`config.mk`:
```
export PLATFORM = sky130hd
export DESIGN_NAME = argmax_signed_16
export DESIGN_NICKNAME = d
export VERILOG_FILES = /design/src/rtl/argmax_signed_16.sv
export SDC_FILE = /design/constraint.sdc
export NUM_CORES = 1
export LEC_CHECK = 0
export ABC_CLOCK_PERIOD_IN_PS = 1730
export CORE_MARGIN = 4
export CORE_UTILIZATION = 45
export CTS_CLUSTER_DIAMETER = 40
export DETAILED_ROUTE_END_ITERATION = 8
export PLACE_DENSITY = 0.78
export SYNTH_ARGS = -nofsm -noshare
export SYNTH_HDL_FRONTEND = slang
export SYNTH_SLANG_ARGS = --single-unit
```
`constraint.sdc`:
```
create_clock -name clk -period 1.73 [get_ports clk]
set_input_delay 0.4325 -clock clk [delete_from_list [all_inputs] [get_ports clk]]
set_output_delay 0.4325 -clock clk [all_outputs]
set_load 0.03 [all_outputs]
```
`src/rtl/argmax_signed_16.sv`:
```
// argmax_signed_16: pipelined signed maximum / argmax over 16 elements.
// Four registered comparator levels (16 -> 8 -> 4 -> 2 -> 1) give a fixed
// 4-cycle latency at one vector per clock. Each node keeps the higher-index
// candidate on ties, so equal maxima resolve to the highest element index.
module argmax_signed_16 #(
    parameter int WIDTH = 5
) (
    input  logic                    clk,
    input  logic                    rst_n,
    input  logic                    in_valid,
    input  logic [16*WIDTH-1:0]     in_flat,
    output logic                    out_valid,
    output logic signed [WIDTH-1:0] max,
    output logic [3:0]              argmax
);

    // Unpacked view of the input vector
    logic signed [WIDTH-1:0] elem [16];

    // Level 1: 8 winners, 1-bit local index
    logic signed [WIDTH-1:0] l1_val_d [8];
    logic [0:0]              l1_idx_d [8];
    logic signed [WIDTH-1:0] l1_val   [8];
    logic [0:0]              l1_idx   [8];

    // Level 2: 4 winners, 2-bit local index
    logic signed [WIDTH-1:0] l2_val_d [4];
    logic [1:0]              l2_idx_d [4];
    logic signed [WIDTH-1:0] l2_val   [4];
    logic [1:0]              l2_idx   [4];

    // Level 3: 2 winners, 3-bit local index
    logic signed [WIDTH-1:0] l3_val_d [2];
    logic [2:0]              l3_idx_d [2];
    logic signed [WIDTH-1:0] l3_val   [2];
    logic [2:0]              l3_idx   [2];

    // Level 4: final winner, full 4-bit index
    logic signed [WIDTH-1:0] l4_val_d;
    logic [3:0]              l4_idx_d;
    logic signed [WIDTH-1:0] l4_val;
    logic [3:0]              l4_idx;

    // Valid travels beside the data, one stage per level
    logic [3:0]              vld_pipe;

    // Split the flat bus into signed elements
    always_comb begin
        for (int unsigned i = 0; i < 16; i++) begin
            elem[i] = in_flat[i*WIDTH +: WIDTH];
        end
    end

    // Level 1 compare: B (odd element) wins when B >= A
    always_comb begin
        for (int unsigned k = 0; k < 8; k++) begin
            l1_val_d[k] = elem[2*k];
            l1_idx_d[k] = 1'b0;
            if (elem[2*k+1] >= elem[2*k]) begin
                l1_val_d[k] = elem[2*k+1];
                l1_idx_d[k] = 1'b1;
            end
        end
    end

    // Level 1 registers
    always_ff @(posedge clk or negedge rst_n) begin
        if (!rst_n) begin
            for (int unsigned k = 0; k < 8; k++) begin
                l1_val[k] <= '0;
                l1_idx[k] <= '0;
            end
        end else begin
            for (int unsigned k = 0; k < 8; k++) begin
                l1_val[k] <= l1_val_d[k];
                l1_idx[k] <= l1_idx_d[k];
            end
        end
    end

    // Level 2 compare: winner side becomes the new index MSB
    always_comb begin
        for (int unsigned k = 0; k < 4; k++) begin
            l2_val_d[k] = l1_val[2*k];
            l2_idx_d[k] = {1'b0, l1_idx[2*k]};
            if (l1_val[2*k+1] >= l1_val[2*k]) begin
                l2_val_d[k] = l1_val[2*k+1];
                l2_idx_d[k] = {1'b1, l1_idx[2*k+1]};
            end
        end
    end

    // Level 2 registers
    always_ff @(posedge clk or negedge rst_n) begin
        if (!rst_n) begin
            for (int unsigned k = 0; k < 4; k++) begin
                l2_val[k] <= '0;
                l2_idx[k] <= '0;
            end
        end else begin
            for (int unsigned k = 0; k < 4; k++) begin
                l2_val[k] <= l2_val_d[k];
                l2_idx[k] <= l2_idx_d[k];
            end
        end
    end

    // Level 3 compare
    always_comb begin
        for (int unsigned k = 0; k < 2; k++) begin
            l3_val_d[k] = l2_val[2*k];
            l3_idx_d[k] = {1'b0, l2_idx[2*k]};
            if (l2_val[2*k+1] >= l2_val[2*k]) begin
                l3_val_d[k] = l2_val[2*k+1];
                l3_idx_d[k] = {1'b1, l2_idx[2*k+1]};
            end
        end
    end

    // Level 3 registers
    always_ff @(posedge clk or negedge rst_n) begin
        if (!rst_n) begin
            for (int unsigned k = 0; k < 2; k++) begin
                l3_val[k] <= '0;
                l3_idx[k] <= '0;
            end
        end else begin
            for (int unsigned k = 0; k < 2; k++) begin
                l3_val[k] <= l3_val_d[k];
                l3_idx[k] <= l3_idx_d[k];
            end
        end
    end

    // Level 4 compare: upper half (elements 8..15) wins ties
    always_comb begin
        l4_val_d = l3_val[0];
        l4_idx_d = {1'b0, l3_idx[0]};
        if (l3_val[1] >= l3_val[0]) begin
            l4_val_d = l3_val[1];
            l4_idx_d = {1'b1, l3_idx[1]};
        end
    end

    // Level 4 registers drive the outputs directly
    always_ff @(posedge clk or negedge rst_n) begin
        if (!rst_n) begin
            l4_val <= '0;
            l4_idx <= '0;
        end else begin
            l4_val <= l4_val_d;
            l4_idx <= l4_idx_d;
        end
    end

    // Valid shift chain matching the four data stages
    always_ff @(posedge clk or negedge rst_n) begin
        if (!rst_n) begin
            vld_pipe <= '0;
        end else begin
            vld_pipe <= {vld_pipe[2:0], in_valid};
        end
    end

    assign out_valid = vld_pipe[3];
    assign max       = l4_val;
    assign argmax    = l4_idx;

endmodule

```
==> impl_summary.txt, run 1 <==
----------------------------------------------------
[Global routing]
  Total global routing overflow ... 0
  Maximum number of pins on one net before global-route repair ... 39
  Number of antenna violations at the first check in global routing ... 0
  Via count of the first global-routing pass ... 4703
  Overall Global Routing Usage ... 0.177
  Global-route wire length before repair ... 21200 um

[Yosys]
  Cell types with the largest area share after synthesis ... sky130_fd_sc_hd__dfrtp_1 (44%), sky130_fd_sc_hd__ha_1 (16%), sky130_fd_sc_hd__mux2_2 (15%), sky130_fd_sc_hd__inv_1 (5.5%), sky130_fd_sc_hd__nand2b_1 (1.9%)
  Synthesized net count ... 669
  Mux cell area share after synthesis ... 0.153
  Sequential element share of the synthesized area ... 0.445
  Main combinational cell family by area after synthesis ... adder cells
  Fraction of the mapped netlist area in simple logic gates ... 0.0854
  Biggest area consumer among synthesized cells ... sky130_fd_sc_hd__dfrtp_1
  Area fraction in compound gates after synthesis ... 0.0983
  Share of the synthesized netlist area taken by xor and xnor gates ... 0
  Share of the synthesized area in the top cell type ... 0.445
  Mapped Area ... 5910 sq um
  Syn avg cell area ... 11.6 sq um
  Number of cells produced by synthesis ... 511
  Synth cell types ... 31
  Synthesis Warnings ... 0
  Post-synthesis register bit count ... 105
  Area share of fa/ha/maj cells after synthesis ... 0.159

[Worst setup path]
  Peak fanout along the critical path ... 8
  Crit path launch type ... flop
  Category of the most critical setup path ... flop to flop
  Worst Reg2Reg Path Length in Cells ... 5
  Worst path arrival time ... 2.07 ns
  Category of the worst setup path capture point ... flop
  Required @ worst endpoint ... 1.95 ns

[STA]
  Setup-failing EPs final ... 27
  Maximum clock frequency ... 542 MHz
  Worst relative slew slack ... 0.742
  Final number of max-transition violations ... 0
  Final hold slack ... 0.343 ns
  Final critical-path required period ... 1.84 ns
  Setup_tns ... -1.50 ns
  Worst clock skew on the final layout ... 0.00712 ns
  Setup ws final ... -0.113 ns
  Final worst-path cycle share ... 1.07
  Number of hold violations in the final report ... 0
  Actual slew at the worst max-slew pin ... 0.387 ns
  Setup repair after global routing missed its margin ... true

[Clocking]
  Insertion delay to the later sink of the worst-skew pair ... 0.34 ns
  Number of buffers added by the clock tree synthesis step ... 9
  Clock input transition at the sequential cells of the worst setup and hold paths ... 0.07 ns
  Clock Sinks ... 105
  Clock tree from TritonCTS ... built
  Htree depth ... 3
  Buffer type at the clock tree root ... sky130_fd_sc_hd__clkbuf_16
  Clock buffer depth ... 2

[Power]
  Worst supply voltage drop on vdd ... 762 uV
  Leakage power ... 4.35 nW
  Power per standard cell area ... 1200 nW/um^2

[Run status]
  Failing checks ... setup timing
  Result of the run ... complete, but fails checks

[Layout]
  Layout overhead on the synthesized area ... 49.1%
  Final antenna diode count ... 0
  Post-route cell area ... 8800 sq um
  Net count of the finished layout ... 830
  Ratio of cells with drive above 1 in the final layout ... 0.436

[Floorplanning]
  Core box area ... 12700 sq um
  Die Span Y ... 123 um
  Die footprint ... 15000 sq um
  Std-Cell Rows ... 41
  Starting density of the core ... 0.464
  Die Wd ... 123 um
  I/O pin cnt ... 93

[Drt]
  Per-cell via count in the routed design ... 5.05
  Pre-Repair DR Iteration Count ... 4
  Final wirelength ... 13100 um
  Post-route antenna net violation count ... 0
  Via count of the routed design ... 4287
  Detail-routed net length per standard cell ... 15.4 um
  Violation count after the first detailed-routing iteration ... 177
  Number of remaining DRC errors ... 0

[Worst hold path]
  Min-Delay Path Depth ... 2
  Kind of path behind the tightest hold check ... input pin to flop

[Placement]
  Weighted congestion at the end of routability-driven global placement ... 0.851
  Post-detailed-placement cell area ... 7580 sq um
  Input/output buffers ... 92
  Hpwl dp ... 8910 um

[Flow run]
  Number of maximum-capacitance violations ... 0

----------------------------------------------------
-- worst paths after layout --
path                                          to                  start  slack, ns
max                          l3_val[5]$_DFF_PN0_   l2_val[12]$_DFF_PN0_      -0.11
min                          l1_val[0]$_DFF_PN0_            in_flat[75]       0.34
max reg2reg                  l3_val[5]$_DFF_PN0_   l2_val[12]$_DFF_PN0_      -0.11
min reg2reg                vld_pipe[3]$_DFF_PN0_  vld_pipe[2]$_DFF_PN0_       0.35
max in group asynchronous   l2_val[16]$_DFF_PN0_                  rst_n       0.65
min in group asynchronous    l1_val[4]$_DFF_PN0_                  rst_n       0.52
-- synthesized netlist by cell type, drive strengths merged --
master	count
a2111oi	4
a211o	5
a211oi	4
a21boi	6
a21o	7
a21oi	8
a31oi	7
and3	7
buf	2
clkbuf	5
dfrtp	105
ha	75
inv	87
mux2	80
nand2	17
nand2b	18
nand3	17
nand4	4
nor2	8
nor2b	15
nor3	1
nor3b	4
o21ai	12
o22ai	5
o311a	4
o31ai	2
or2	1
or3b	1
-- placed cells by master, fill, tap and decap left out, types with 8 or more instances in the layout --
master | netlist | routed
sky130_fd_sc_hd__dfrtp_1 | 105 | 105
sky130_fd_sc_hd__mux2_4 | 0 | 72
sky130_fd_sc_hd__inv_1 | 87 | 62
sky130_fd_sc_hd__dlygate4sd2_1 | 0 | 59
sky130_fd_sc_hd__buf_4 | 0 | 52
sky130_fd_sc_hd__ha_1 | 75 | 46
sky130_fd_sc_hd__ha_4 | 0 | 27
sky130_fd_sc_hd__inv_2 | 0 | 25
sky130_fd_sc_hd__nand2_1 | 17 | 14
sky130_fd_sc_hd__nand2b_4 | 0 | 13
sky130_fd_sc_hd__nor2b_1 | 15 | 13
sky130_fd_sc_hd__dlymetal6s2s_1 | 0 | 12
sky130_fd_sc_hd__nand3_1 | 17 | 11
sky130_fd_sc_hd__clkbuf_16 | 0 | 10
sky130_fd_sc_hd__clkdlybuf4s50_1 | 0 | 10
sky130_fd_sc_hd__mux2_2 | 80 | 8
sky130_fd_sc_hd__buf_6 | 0 | 8
-- metal layers --
metal  GRT usage  vias to the layer above  part of all wire
met5           0                        -                 0
met4      0.0504                        0             0.013
met3      0.0382                       19             0.037
met2       0.333                       89              0.56
met1       0.200                     2092              0.39
li1            -                     2087                 -
-- kinds of logic after synthesis --
logic type,after synthesis
DFF,105
buffers and inverters,94
and+or+nand+nor,93
muxes,80
adders and majority gates,75
AOI/OAI and AO/OA,64
-- where the power goes --
part           internal [W]  total (W)  switching [W]
sequential          0.00311    0.00347       0.000364
clock               0.00103    0.00195       0.000915
combinational       0.00293    0.00518        0.00225
total               0.00707     0.0106        0.00353
-- final cells by class --
class,count,area (sq um)
multi-input combinational,313,3930
fill,910,3920
sequential,105,2630
timing repair buffer,156,1420
inverter,87,327
clock buffer,10,239
tap,172,215
clock inverter,6,47.5
-- repair_timing --
item | 4_1_cts | 5_1_grt
endpoints found under the setup margin | 101 | 85
endpoints found under the hold margin | 20 | 0
gates cloned | 1 | 2
pin swaps | 47 | 50
resized for setup | 206 | 78
hold buffers | 1 | 0
buffers inserted | 17 | 10
-- flip-flops by register name, indices dropped and copies added (netlist names) --
name / cells
l1_idx: 8
l2_val: 20
l1_val: 40
l3_val: 10
l2_idx: 8
l3_idx: 6
vld_pipe: 4
argmax: 4
max: 5
-- through the flow --
stage	total power (W)	utilization	cells	worst slack, ns
after detailed placement	0.00751	0.596	805	-0.660
after global routing	0.0112	0.692	849	-0.185
after global placement	0.00733	0.596	805	-0.581
final	0.0106	0.692	849	-0.113
after floorplan	0.00598	-	511	-0.00636
after CTS	0.0106	0.665	839	-0.119
-- critical path, stage by stage (launching register included) --
cell and delay (ns):
sky130_fd_sc_hd__dfrtp_1 0.38, sky130_fd_sc_hd__ha_1 0.31, sky130_fd_sc_hd__a21o_1 0.20, sky130_fd_sc_hd__a2111oi_4 0.35, sky130_fd_sc_hd__o22ai_4 0.18, sky130_fd_sc_hd__mux2_2 0.31
Power figures use the tool's default switching activity.
==> inputs of run 2 (changes only) <==
--- a/config.mk
+++ b/config.mk
@@ -14,3 +14,4 @@
 export SYNTH_ARGS = -nofsm -noshare
 export SYNTH_HDL_FRONTEND = slang
 export SYNTH_SLANG_ARGS = --single-unit
+export TNS_END_PERCENT = 30
==> impl_summary.txt, run 2 (same netlist as run 1, synthesis figures left out) <==
----------------------------------------------------
[Run status]
  Result of the run ... complete, but fails checks
  Failing checks ... setup timing

[Placement]
  Weighted congestion at the end of routability-driven global placement ... 0.863
  Hpwl dp ... 9200 um
  DP Worst Slack ... -0.677 ns
  Post-Place Cells ... 809
  Post-detailed-placement cell area ... 7570 sq um
  Input/output buffers ... 92

[STA]
  Worst relative slew slack ... 0.759
  Setup ws final ... -0.109 ns
  Maximum clock frequency ... 544 MHz
  Final number of max-transition violations ... 0
  Setup-failing EPs final ... 31
  Final critical-path required period ... 1.84 ns
  Final worst-path cycle share ... 1.06
  Number of hold violations in the final report ... 0
  Setup_tns ... -1.53 ns
  Actual slew at the worst max-slew pin ... 0.362 ns
  Setup repair after global routing missed its margin ... true
  Worst clock skew on the final layout ... 0.00677 ns

[Clocking]
  Clock buffer depth ... 2
  Htree depth ... 3
  Insertion delay to the later sink of the worst-skew pair ... 0.34 ns
  Buffer type at the clock tree root ... sky130_fd_sc_hd__clkbuf_16
  Clock input transition at the sequential cells of the worst setup and hold paths ... 0.07 ns
  Clock tree from TritonCTS ... built
  Number of buffers added by the clock tree synthesis step ... 9
  Clock Sinks ... 105

[Drt]
  Post-route antenna net violation count ... 0
  Pre-Repair DR Iteration Count ... 4
  Detail-routed net length per standard cell ... 15.6 um
  Per-cell via count in the routed design ... 5.06
  Number of remaining DRC errors ... 0
  Final wirelength ... 13100 um
  Via count of the routed design ... 4257
  Violation count after the first detailed-routing iteration ... 187

[Worst hold path]
  Hold endpoint ... vld_pipe[3]$_DFF_PN0_
  Min-Delay Path Depth ... 0
  Startpoint of the tightest hold check path ... vld_pipe[2]$_DFF_PN0_
  Kind of path behind the tightest hold check ... flop to flop

[Global routing]
  Global-route wire length before repair ... 20900 um
  Total global routing overflow ... 0
  Maximum number of pins on one net before global-route repair ... 55
  Overall Global Routing Usage ... 0.174
  Via count of the first global-routing pass ... 4665
  Number of antenna violations at the first check in global routing ... 0

[Layout]
  Registers with the most flip-flops ... l1_val x40, l2_val x20, l3_val x10
  Most common cell after layout, fill and taps aside ... sky130_fd_sc_hd__dfrtp_1
  Layout overhead on the synthesized area ... 46.5%
  Net count of the finished layout ... 823
  Reg with most FFs ... l1_val
  Ratio of cells with drive above 1 in the final layout ... 0.415
  Most frequent cells in the layout ... sky130_fd_sc_hd__dfrtp_1 (105), sky130_fd_sc_hd__inv_1 (63), sky130_fd_sc_hd__dlygate4sd2_1 (62)
  Fill count ... 931
  Final antenna diode count ... 0
  Largest register FFs ... 40
  Post-route cell area ... 8650 sq um
  Number of cells in the finished layout apart from fillers ... 842

[Worst setup path]
  Setup slack, reg-to-reg ... -0.07 ns
  Critical-path cell with the highest stage delay ... sky130_fd_sc_hd__clkdlybuf4s50_1
  Category of the most critical setup path ... input pin to flop
  Worst path arrival time ... 2.07 ns
  Cell breakdown of the critical path ... clkdlybuf4s50_1 > ha_1 > nor2_1 > o31ai_4 > buf_4 > mux2_2
  Worst flop-to-flop path startpoint ... l3_val[9]$_DFF_PN0_
  Crit path launch type ... input pin
  FF-to-FF End ... max[2]$_DFF_PN0_
  Category of the worst setup path capture point ... flop
  Required @ worst endpoint ... 1.96 ns
  Worst Reg2Reg Path Length in Cells ... 7
  Peak fanout along the critical path ... 2
  Biggest cell delay along the critical path ... 0.49 ns

[Floorplanning]
  Core box area ... 12700 sq um
  Die Span Y ... 123 um
  Starting density of the core ... 0.464
  Die Wd ... 123 um
  Die footprint ... 15000 sq um
  I/O pin cnt ... 93
  Std-Cell Rows ... 41

[Flow run]
  Number of maximum-capacitance violations ... 0

[Power]
  Leakage power ... 4.16 nW
  Design Power ... 0.0103 W
  Worst supply voltage drop on vdd ... 833 uV
  Power per standard cell area ... 1190 nW/um^2

----------------------------------------------------
==> run 2: changes by cell type in the layout (fill, tap and decap cells not counted), sizes merged, moves of 2 or more <==
cell           previous run  this run
dlymetal6s2s             12         6
buf                      67        63
clkdlybuf4s50            10        14
clkbuf                   12         9
dlygate4sd2              59        62
clkinv                    1         3
==> run 2: routing by layer <==
layer  share of wire  track usage
met1            0.39        0.195
met2            0.55        0.330
met3           0.033       0.0300
met4           0.031       0.0644
met5               0            0
==> run 2: through the flow <==
stage | util | hold slack [ns]
after floorplan | - | 0.137
after global placement | 0.595 | 0.300
after detailed placement | 0.595 | 0.306
after CTS | 0.655 | 0.341
after global routing | 0.680 | 0.351
final | 0.680 | 0.350
==> run 2: what timing repair did <==
| item | in CTS | in global routing |
|---|---|---|
| hold buffers | 1 | 0 |
| resized for setup | 196 | 59 |
| endpoints found under the hold margin | 12 | 0 |
| buffers inserted | 7 | 9 |
| cloned | 0 | 0 |
| pin swaps | 45 | 26 |
| setup endpoints to repair | 99 | 83 |
==> run 2: final cells by class <==
class | count | area (sq um) | area share
flip-flops and latches | 105 | 2630 | 0.304
clock buffers | 9 | 225 | 0.0260
well taps | 172 | 215 | 0.0249
multi-input cells | 312 | 3860 | 0.446
repair buffers | 150 | 1350 | 0.155
clock inverters | 7 | 52.6 | 0.00607
inverters | 87 | 327 | 0.0377
==> run 2: report_power, final <==
| part | internal [W] | leakage, nW | switching [W] | total (W) |
|---|---|---|---|---|
| registers | 0.00310 | 1.20 | 0.000351 | 0.00346 |
| logic | 0.00273 | 2.83 | 0.00217 | 0.00489 |
| clock network | 0.000989 | 0.137 | 0.000927 | 0.00192 |
| total | 0.00682 | 4.16 | 0.00344 | 0.0103 |
==> run 2: worst max path at each step <==
stage	start	endpoint	slack, ns	cells past startpoint
CTS	l2_val[17]$_DFF_PN0_	l3_val[5]$_DFF_PN0_	-0.15	6
global placement	in_flat[22]	l1_val[25]$_DFF_PN0_	-0.60	7
detailed placement	in_flat[22]	l1_val[25]$_DFF_PN0_	-0.68	7
global route	in_flat[77]	l1_val[4]$_DFF_PN0_	-0.16	6
floorplan	in_flat[22]	l1_val[25]$_DFF_PN0_	-0.05	6
finish	in_flat[77]	l1_val[4]$_DFF_PN0_	-0.11	6
==> run 2: critical path: cells and delay by family <==
family                     cells  cell delay [ns]
buffers and inverters          2             0.66
muxes                          1             0.32
AOI/OAI and AO/OA              1             0.29
adders and majority gates      1             0.26
and+or+nand+nor                1             0.11
